<file path="src/rtl/ic_pkg.sv">
// Shared interconnect package: default sizing, arbiter FSM states and
// one-hot/index conversion helpers used by the ic_* blocks.
package ic_pkg;

  localparam int IC_NM              = 3;
  localparam int IC_MAX_OUTSTANDING = 4;
  localparam int IC_HOT_W           = 32;

  typedef enum logic {
    ARB_OPEN   = 1'b0,
    ARB_LOCKED = 1'b1
  } arb_state_e;

  // Index width with a floor of one bit so single-entry configurations still elaborate.
  function automatic int ic_idx_w(input int n);
    return (n > 1) ? $clog2(n) : 1;
  endfunction

  function automatic logic [IC_HOT_W-1:0] ic_onehot(input logic [31:0] idx);
    logic [IC_HOT_W-1:0] v;
    v = '0;
    v[idx[4:0]] = 1'b1;
    return v;
  endfunction

  function automatic logic [31:0] ic_index(input logic [IC_HOT_W-1:0] hot);
    logic [31:0] r;
    r = '0;
    for (int i = IC_HOT_W - 1; i >= 0; i--) begin
      if (hot[i]) r = 32'(i);
    end
    return r;
  endfunction

endpackage

</file>
<file path="src/rtl/ic_id_fifo.sv">
// In-order requester-ID FIFO; pointers wrap at DEPTH so non-power-of-two
// depths work, and a simultaneous push/pop leaves the count unchanged.
module ic_id_fifo
  import ic_pkg::*;
#(
  parameter  int DEPTH = IC_MAX_OUTSTANDING,
  parameter  int W     = 2,
  localparam int PW    = ic_idx_w(DEPTH),
  localparam int CW    = $clog2(DEPTH + 1)
) (
  input  logic          clk_i,
  input  logic          rst_ni,
  input  logic          push_i,
  input  logic          pop_i,
  input  logic [W-1:0]  id_i,
  output logic          full_o,
  output logic          empty_o,
  output logic [W-1:0]  head_o,
  output logic [CW-1:0] count_o
);

  logic [W-1:0]  mem_q [DEPTH];
  logic [PW-1:0] wr_ptr_q, wr_ptr_d;
  logic [PW-1:0] rd_ptr_q, rd_ptr_d;
  logic [CW-1:0] count_q, count_d;
  logic          push_ok, pop_ok;

  assign full_o  = (count_q == CW'(DEPTH));
  assign empty_o = (count_q == '0);
  assign head_o  = mem_q[rd_ptr_q];
  assign count_o = count_q;

  assign push_ok = push_i && !full_o;
  assign pop_ok  = pop_i && !empty_o;

  always_comb begin
    wr_ptr_d = wr_ptr_q;
    rd_ptr_d = rd_ptr_q;
    count_d  = count_q;
    if (push_ok) wr_ptr_d = (wr_ptr_q == PW'(DEPTH - 1)) ? '0 : wr_ptr_q + PW'(1);
    if (pop_ok)  rd_ptr_d = (rd_ptr_q == PW'(DEPTH - 1)) ? '0 : rd_ptr_q + PW'(1);
    case ({push_ok, pop_ok})
      2'b10:   count_d = count_q + CW'(1);
      2'b01:   count_d = count_q - CW'(1);
      default: count_d = count_q;
    endcase
  end

  always_ff @(posedge clk_i or negedge rst_ni) begin
    if (!rst_ni) begin
      wr_ptr_q <= '0;
      rd_ptr_q <= '0;
      count_q  <= '0;
    end else begin
      wr_ptr_q <= wr_ptr_d;
      rd_ptr_q <= rd_ptr_d;
      count_q  <= count_d;
    end
  end

  // Storage carries no reset: entries are only read once the count says they are valid.
  always_ff @(posedge clk_i) begin
    if (push_ok) mem_q[wr_ptr_q] <= id_i;
  end

endmodule

</file>
<file path="src/rtl/ic_req_arbiter.sv">
// Round-robin arbiter sharing one device port among NM requesters, with an
// in-order ID FIFO that routes each device response back to its requester.
module ic_req_arbiter
  import ic_pkg::*;
#(
  parameter  int NM              = IC_NM,
  parameter  int MAX_OUTSTANDING = IC_MAX_OUTSTANDING,
  localparam int SW              = ic_idx_w(NM),
  localparam int CW              = $clog2(MAX_OUTSTANDING + 1)
) (
  input  logic          g_clk,
  input  logic          g_resetn,
  input  logic [NM-1:0] m_req,
  output logic [NM-1:0] m_gnt,
  output logic [NM-1:0] m_rsp,
  output logic          s_req,
  output logic [SW-1:0] s_sel,
  input  logic          s_gnt,
  input  logic          s_rsp,
  output logic [CW-1:0] outstanding,
  output logic          rsp_err
);

  arb_state_e          state_q, state_d;
  logic [SW-1:0]       lock_idx_q, lock_idx_d;
  logic [SW-1:0]       rr_q, rr_d;
  logic                rsp_err_q, rsp_err_d;
  logic [SW-1:0]       rr_pick;
  logic [SW-1:0]       sel;
  logic                handshake;
  logic                fifo_full, fifo_empty, fifo_pop;
  logic [SW-1:0]       fifo_head;
  logic [IC_HOT_W-1:0] gnt_hot, rsp_hot;

  always_comb begin
    int  idx;
    logic found;
    rr_pick = '0;
    found   = 1'b0;
    idx     = 0;
    for (int k = 1; k <= NM; k++) begin
      idx = (int'(rr_q) + k) % NM;
      if (!found && m_req[idx]) begin
        found   = 1'b1;
        rr_pick = SW'(idx);
      end
    end
  end

  assign sel = (state_q == ARB_LOCKED) ? lock_idx_q : rr_pick;

  // Reset gates s_req directly so the device sees nothing while g_resetn is low.
  assign s_req     = g_resetn && (|m_req) && !fifo_full;
  assign s_sel     = s_req ? sel : '0;
  assign handshake = s_req && s_gnt;

  assign gnt_hot = ic_onehot(32'(s_sel));
  assign m_gnt   = handshake ? gnt_hot[NM-1:0] : '0;

  assign fifo_pop = s_rsp && !fifo_empty;
  assign rsp_hot  = ic_onehot(32'(fifo_head));
  assign m_rsp    = fifo_pop ? rsp_hot[NM-1:0] : '0;

  assign rsp_err  = rsp_err_q;

  always_comb begin
    state_d    = state_q;
    lock_idx_d = lock_idx_q;
    rr_d       = rr_q;
    rsp_err_d  = rsp_err_q | (s_rsp & fifo_empty);
    case (state_q)
      ARB_OPEN: begin
        if (handshake) begin
          rr_d = s_sel;
        end else if (s_req) begin
          state_d    = ARB_LOCKED;
          lock_idx_d = s_sel;
        end
      end
      ARB_LOCKED: begin
        if (handshake) begin
          state_d = ARB_OPEN;
          rr_d    = s_sel;
        end
      end
      default: state_d = ARB_OPEN;
    endcase
  end

  always_ff @(posedge g_clk or negedge g_resetn) begin
    if (!g_resetn) begin
      state_q    <= ARB_OPEN;
      lock_idx_q <= '0;
      rr_q       <= SW'(NM - 1);
      rsp_err_q  <= 1'b0;
    end else begin
      state_q    <= state_d;
      lock_idx_q <= lock_idx_d;
      rr_q       <= rr_d;
      rsp_err_q  <= rsp_err_d;
    end
  end

  ic_id_fifo #(
    .DEPTH (MAX_OUTSTANDING),
    .W     (SW)
  ) u_id_fifo (
    .clk_i   (g_clk),
    .rst_ni  (g_resetn),
    .push_i  (handshake),
    .pop_i   (fifo_pop),
    .id_i    (s_sel),
    .full_o  (fifo_full),
    .empty_o (fifo_empty),
    .head_o  (fifo_head),
    .count_o (outstanding)
  );

endmodule
</file>
<file path="config.mk">
export PLATFORM = sky130hd
export DESIGN_NAME = ic_req_arbiter
export DESIGN_NICKNAME = d
export VERILOG_FILES = /design/src/rtl/ic_pkg.sv /design/src/rtl/ic_id_fifo.sv /design/src/rtl/ic_req_arbiter.sv
export SDC_FILE = /design/constraint.sdc
export NUM_CORES = 1
export LEC_CHECK = 0
export ABC_AREA = 1
export CAP_MARGIN = 25
export CORE_AREA = 2 2 72 47
export CTS_BUF_LIST = sky130_fd_sc_hd__clkbuf_4 sky130_fd_sc_hd__clkbuf_8 sky130_fd_sc_hd__clkbuf_16
export DETAILED_ROUTE_END_ITERATION = 8
export DIE_AREA = 0 0 74 49
export GPL_TIMING_DRIVEN = 1
export PLACE_DENSITY = 0.74
export SYNTH_ARGS = -nofsm -noshare
export SYNTH_HDL_FRONTEND = slang
export SYNTH_SLANG_ARGS = --single-unit
</file>
<file path="constraint.sdc">
create_clock -name g_clk -period 4.4 [get_ports g_clk]
set_input_delay 0.66 -clock g_clk [delete_from_list [all_inputs] [get_ports g_clk]]
set_output_delay 0.66 -clock g_clk [all_outputs]
set_load 0.005 [all_outputs]
</file>
==> impl_summary.md <==
STA
Measured against its own limit, the worst slew margin works out to 0.770. The total negative setup slack is 0 ns. The largest clock skew in the final design is 0.00121 ns. The routed design could run at a clock period as short as 3.41 ns.

The final setup violation count is 0. Setup repair after global routing left no endpoint under its margin. The number of pins exceeding their max-slew limit in the final report came to 0. The final clock period utilization by the worst path is 0.775.

The number of endpoints with negative hold slack in the final report is 0. The actual slew at the worst max-slew pin is 0.343 ns. Derived from the worst setup path, the maximum achievable clock frequency is 293 MHz.

GRT
The via count of the first global-routing pass is 966. The initial antenna violation count came to 0. The pin count of the biggest net entering global routing is 15. The global-route wire length before repair is 4320 um.

Across every metal layer, demand over resource in global routing totals 0.157. The total overflow left after global routing is 0.

Synthesis
After synthesis the cells add up to 0.00126 mm2. The number of nets handed over by synthesis was about 170. During synthesis, Yosys emitted a total of 0 warnings. In this run, distinct cell masters in the synthesized netlist total 25. For this run, the register share of the synthesized area comes to 0.448.

Summed over all instances, the cell type with the most area after synthesis is sky130_fd_sc_hd__dfrtp_1. The area share of the largest cell type after synthesis is 0.237. By count the netlist is led by sky130_fd_sc_hd__nand2_1, sky130_fd_sc_hd__inv_1, sky130_fd_sc_hd__nand3_1, sky130_fd_sc_hd__dfrtp_1. The synthesized design contains 21 register bits. Sorting the synthesized cells by area gives the leading types as sky130_fd_sc_hd__dfrtp_1, sky130_fd_sc_hd__edfxtp_1, sky130_fd_sc_hd__ha_1.

The most repeated cell in the gate-level netlist after synthesis is sky130_fd_sc_hd__nand2_1. The main flop type after synthesis is sky130_fd_sc_hd__dfrtp_1. The post-synthesis async set-or-reset flop share is 0.619. The number of standard cells after synthesis is 150. The synthesized design contains 8 enable-type register cells. The average cell area after synthesis is approximately 8.4 um2.

Setup path
The start-to-end type of the worst setup path is primary input to output pin. The worst setup path startpoint is m_req[2]. The critical path goes through clkdlybuf4s50_1 > inv_2 > o21ai_1 > nand2_1 > nand2_1 > clkinv_1 > nand3_1 > nand2_2 > a21boi_2 > clkdlybuf4s50_1. STA puts the critical path data required time at 3.74 ns. The nature of the critical path endpoint is an output pin.

The data arrival time at the worst-slack endpoint is approximately 2.8 ns. Along the worst path, the maximum fanout reaches 7. The longest individual stage delay on the worst path is 0.57 ns. Broken down by cell family, the worst path's largest delay share belongs to buffers and inverters.

The worst reg2reg path depth is 11. STA classifies the critical path startpoint as a primary input. Setup slack on the worst reg-to-reg path comes out at 2.31 ns. Together, buffers and inverters on the worst path number 4. The master of the slowest instance on the critical path is sky130_fd_sc_hd__clkdlybuf4s50_1. The worst flop-to-flop path startpoint is u_id_fifo.count_o[1]$_DFFE_PN0P_. In this run the critical register-to-register path is captured at u_id_fifo.count_o[2]$_DFFE_PN0P_.

Floorplan
The floorplan step set the die height to 49 um. The initial core utilization is 0.418. The top-level I/O count is 20.

The core box area is roughly 0.0030 mm2. The floorplan has 16 rows. The die footprint is 0.00363 mm2. From left edge to right edge, the die measures between 70 and 80 um.

Routing
The via-per-instance ratio is ~4.7. After the first detailed-routing iteration, the DRC count stood at 96. In this run the remaining antenna-violating nets after routing total 0.

For this run, design rule violations remaining after detail routing come to 0. Dividing the detail-routed wire length by the instance count gives 11.9 um. The first-pass iteration count of the detailed router is 4. The final wirelength is 2600 um. The via count of the routed design is 1,039.

Cells and area
The total inserted antenna cells is 0. The number of standard cells in the layout, taps in and fillers out is 219. The total non-filler cell area in the finished layout is 0.00157 mm2. After the last flow step, the layout net total stands at around 190.

Compared with the post-synthesis result, the final layout area differs by 23.9%. Of the cells placed in the final design, the portion with a size suffix greater than 1 is 0.155.

Placement
Once placement finished, the instance area stood at 0.00152 mm2. The number of placed instances, taps included is approximately 220. The detailed placer's ending HPWL is 2090 um.

The final weighted congestion in routability-driven placement is 0.821. Input and output buffers added on the ports amount to 19.

Pwr
The internal power of the cells totals 581 uW. Of the total power, the share spent switching nets is 0.441. Of the total power, the clock network draws 0.121.

In this run the power spent charging and discharging nets is 459 uW. The proportion of power drawn by combinational gates is 0.567. IR analysis of the VDD net gives a maximum drop of around 220 uV. The static power due to leakage is 0.000695 uW. Dividing total power by cell area gives a power density of 663 mW/mm2.

The total power draw is 1040 uW. The sequential cell fraction of total power is 0.312.

Hold path
The worst hold path belongs to the class register to register. The hold path startpoint is rsp_err$_DFF_PN0_. For hold timing, the worst endpoint is rsp_err$_DFF_PN0_. The cell depth of the worst hold path is 1.

CTS
The clock latency reported for the late side of the worst-skew pair is ~0.26 ns. For this design, the CTS-stage hold fixing added 0 buffers. The root buffer cell chosen for the clock tree is sky130_fd_sc_hd__clkbuf_8.

In this run, CTS created clock tree buffers numbering 3. TritonCTS built the clock tree. Clock-pin slew was measured on the worst setup and hold paths at 0.07 ns. The total clock sinks is 21. The post-CTS setup buffer count is 0. The number of gates given a new drive strength after cts is 0.

The largest buffer count on any clock path is 2. The H-tree depth is 1.

Outcome
The run finished with clean final reports.

Flow run
The tool flagged a number of max-cap violations equal to 0.
state kept, by name, summed over array words and instances, names as in the netlist, named ones only:
name and flops:
rsp_err 1, u_id_fifo.count_o 3, rr_q 2, u_id_fifo.mem_q 8
u_id_fifo.rd_ptr_q 2, lock_idx_q 2, u_id_fifo.wr_ptr_q 2
layer usage:
metal | routed length [um] | vias to the layer above | GRT usage
met1 | 1260 | 471 | 0.208
met3 | 113 | 4 | 0.0413
met4 | 40 | 0 | 0.0455
li1 | - | 535 | -
met5 | 0 | - | 0
met2 | 1190 | 29 | 0.251
cell type report:
cell class | count | area [um2]
inverters | 30 | 114
well taps | 45 | 56.3
clock buffers | 3 | 41.3
flip-flops and latches | 21 | 567
repair buffers | 20 | 198
clock inverters | 1 | 7.51
fillers | 269 | 1460
multi-input cells | 99 | 584
worst max path at each step:
| stage | end | slack (ns) | cells past startpoint |
|---|---|---|---|
| final | s_sel[0] | 0.99 | 10 |
| after global routing | s_sel[0] | 0.80 | 10 |
| after CTS | s_sel[0] | 1.01 | 10 |
| after detailed placement | s_sel[0] | 1.02 | 10 |
| after global placement | s_sel[0] | 1.12 | 6 |
| after floorplan | m_gnt[2] | 2.11 | 9 |
power by group through the flow:
stage	clock (uW)	sequential [uW]	combinational [uW]
2_1_floorplan	0	320	407
3_3_place_gp	0	325	554
3_5_place_dp	0	327	586
4_1_cts	131	325	588
5_1_grt	139	333	676
6_report	126	324	590
cells in the final DEF, fill, tap and decap left out, drive strengths merged, types with 2 or more instances in the layout:
cell           instances
clkinv                 2
edfxtp                 8
ha                     8
nor3                   2
dfrtp                 12
nand3                 22
inv                   28
clkbuf                 3
a21oi                  6
nand2                 29
clkdlybuf4s50         19
nor2                  12
o21ai                 13
metrics by stage:
stage	hold WS, ns	setup WS [ns]	util
final	0.492	0.988	0.519
after CTS	0.496	1.01	0.519
after detailed placement	0.475	1.02	0.502
after floorplan	0.364	2.11	-
after global placement	0.459	1.12	0.502
after global routing	0.544	0.804	0.519
cell families after synthesis:
group / synth area share
xor gates and xnor gates: 0.0139
buffers and inverters: 0.0900
adders and majority gates: 0.0950
DFF: 0.448
and+or+nand+nor: 0.248
AOI/OAI and AO/OA: 0.105
Power figures use the tool's default switching activity.
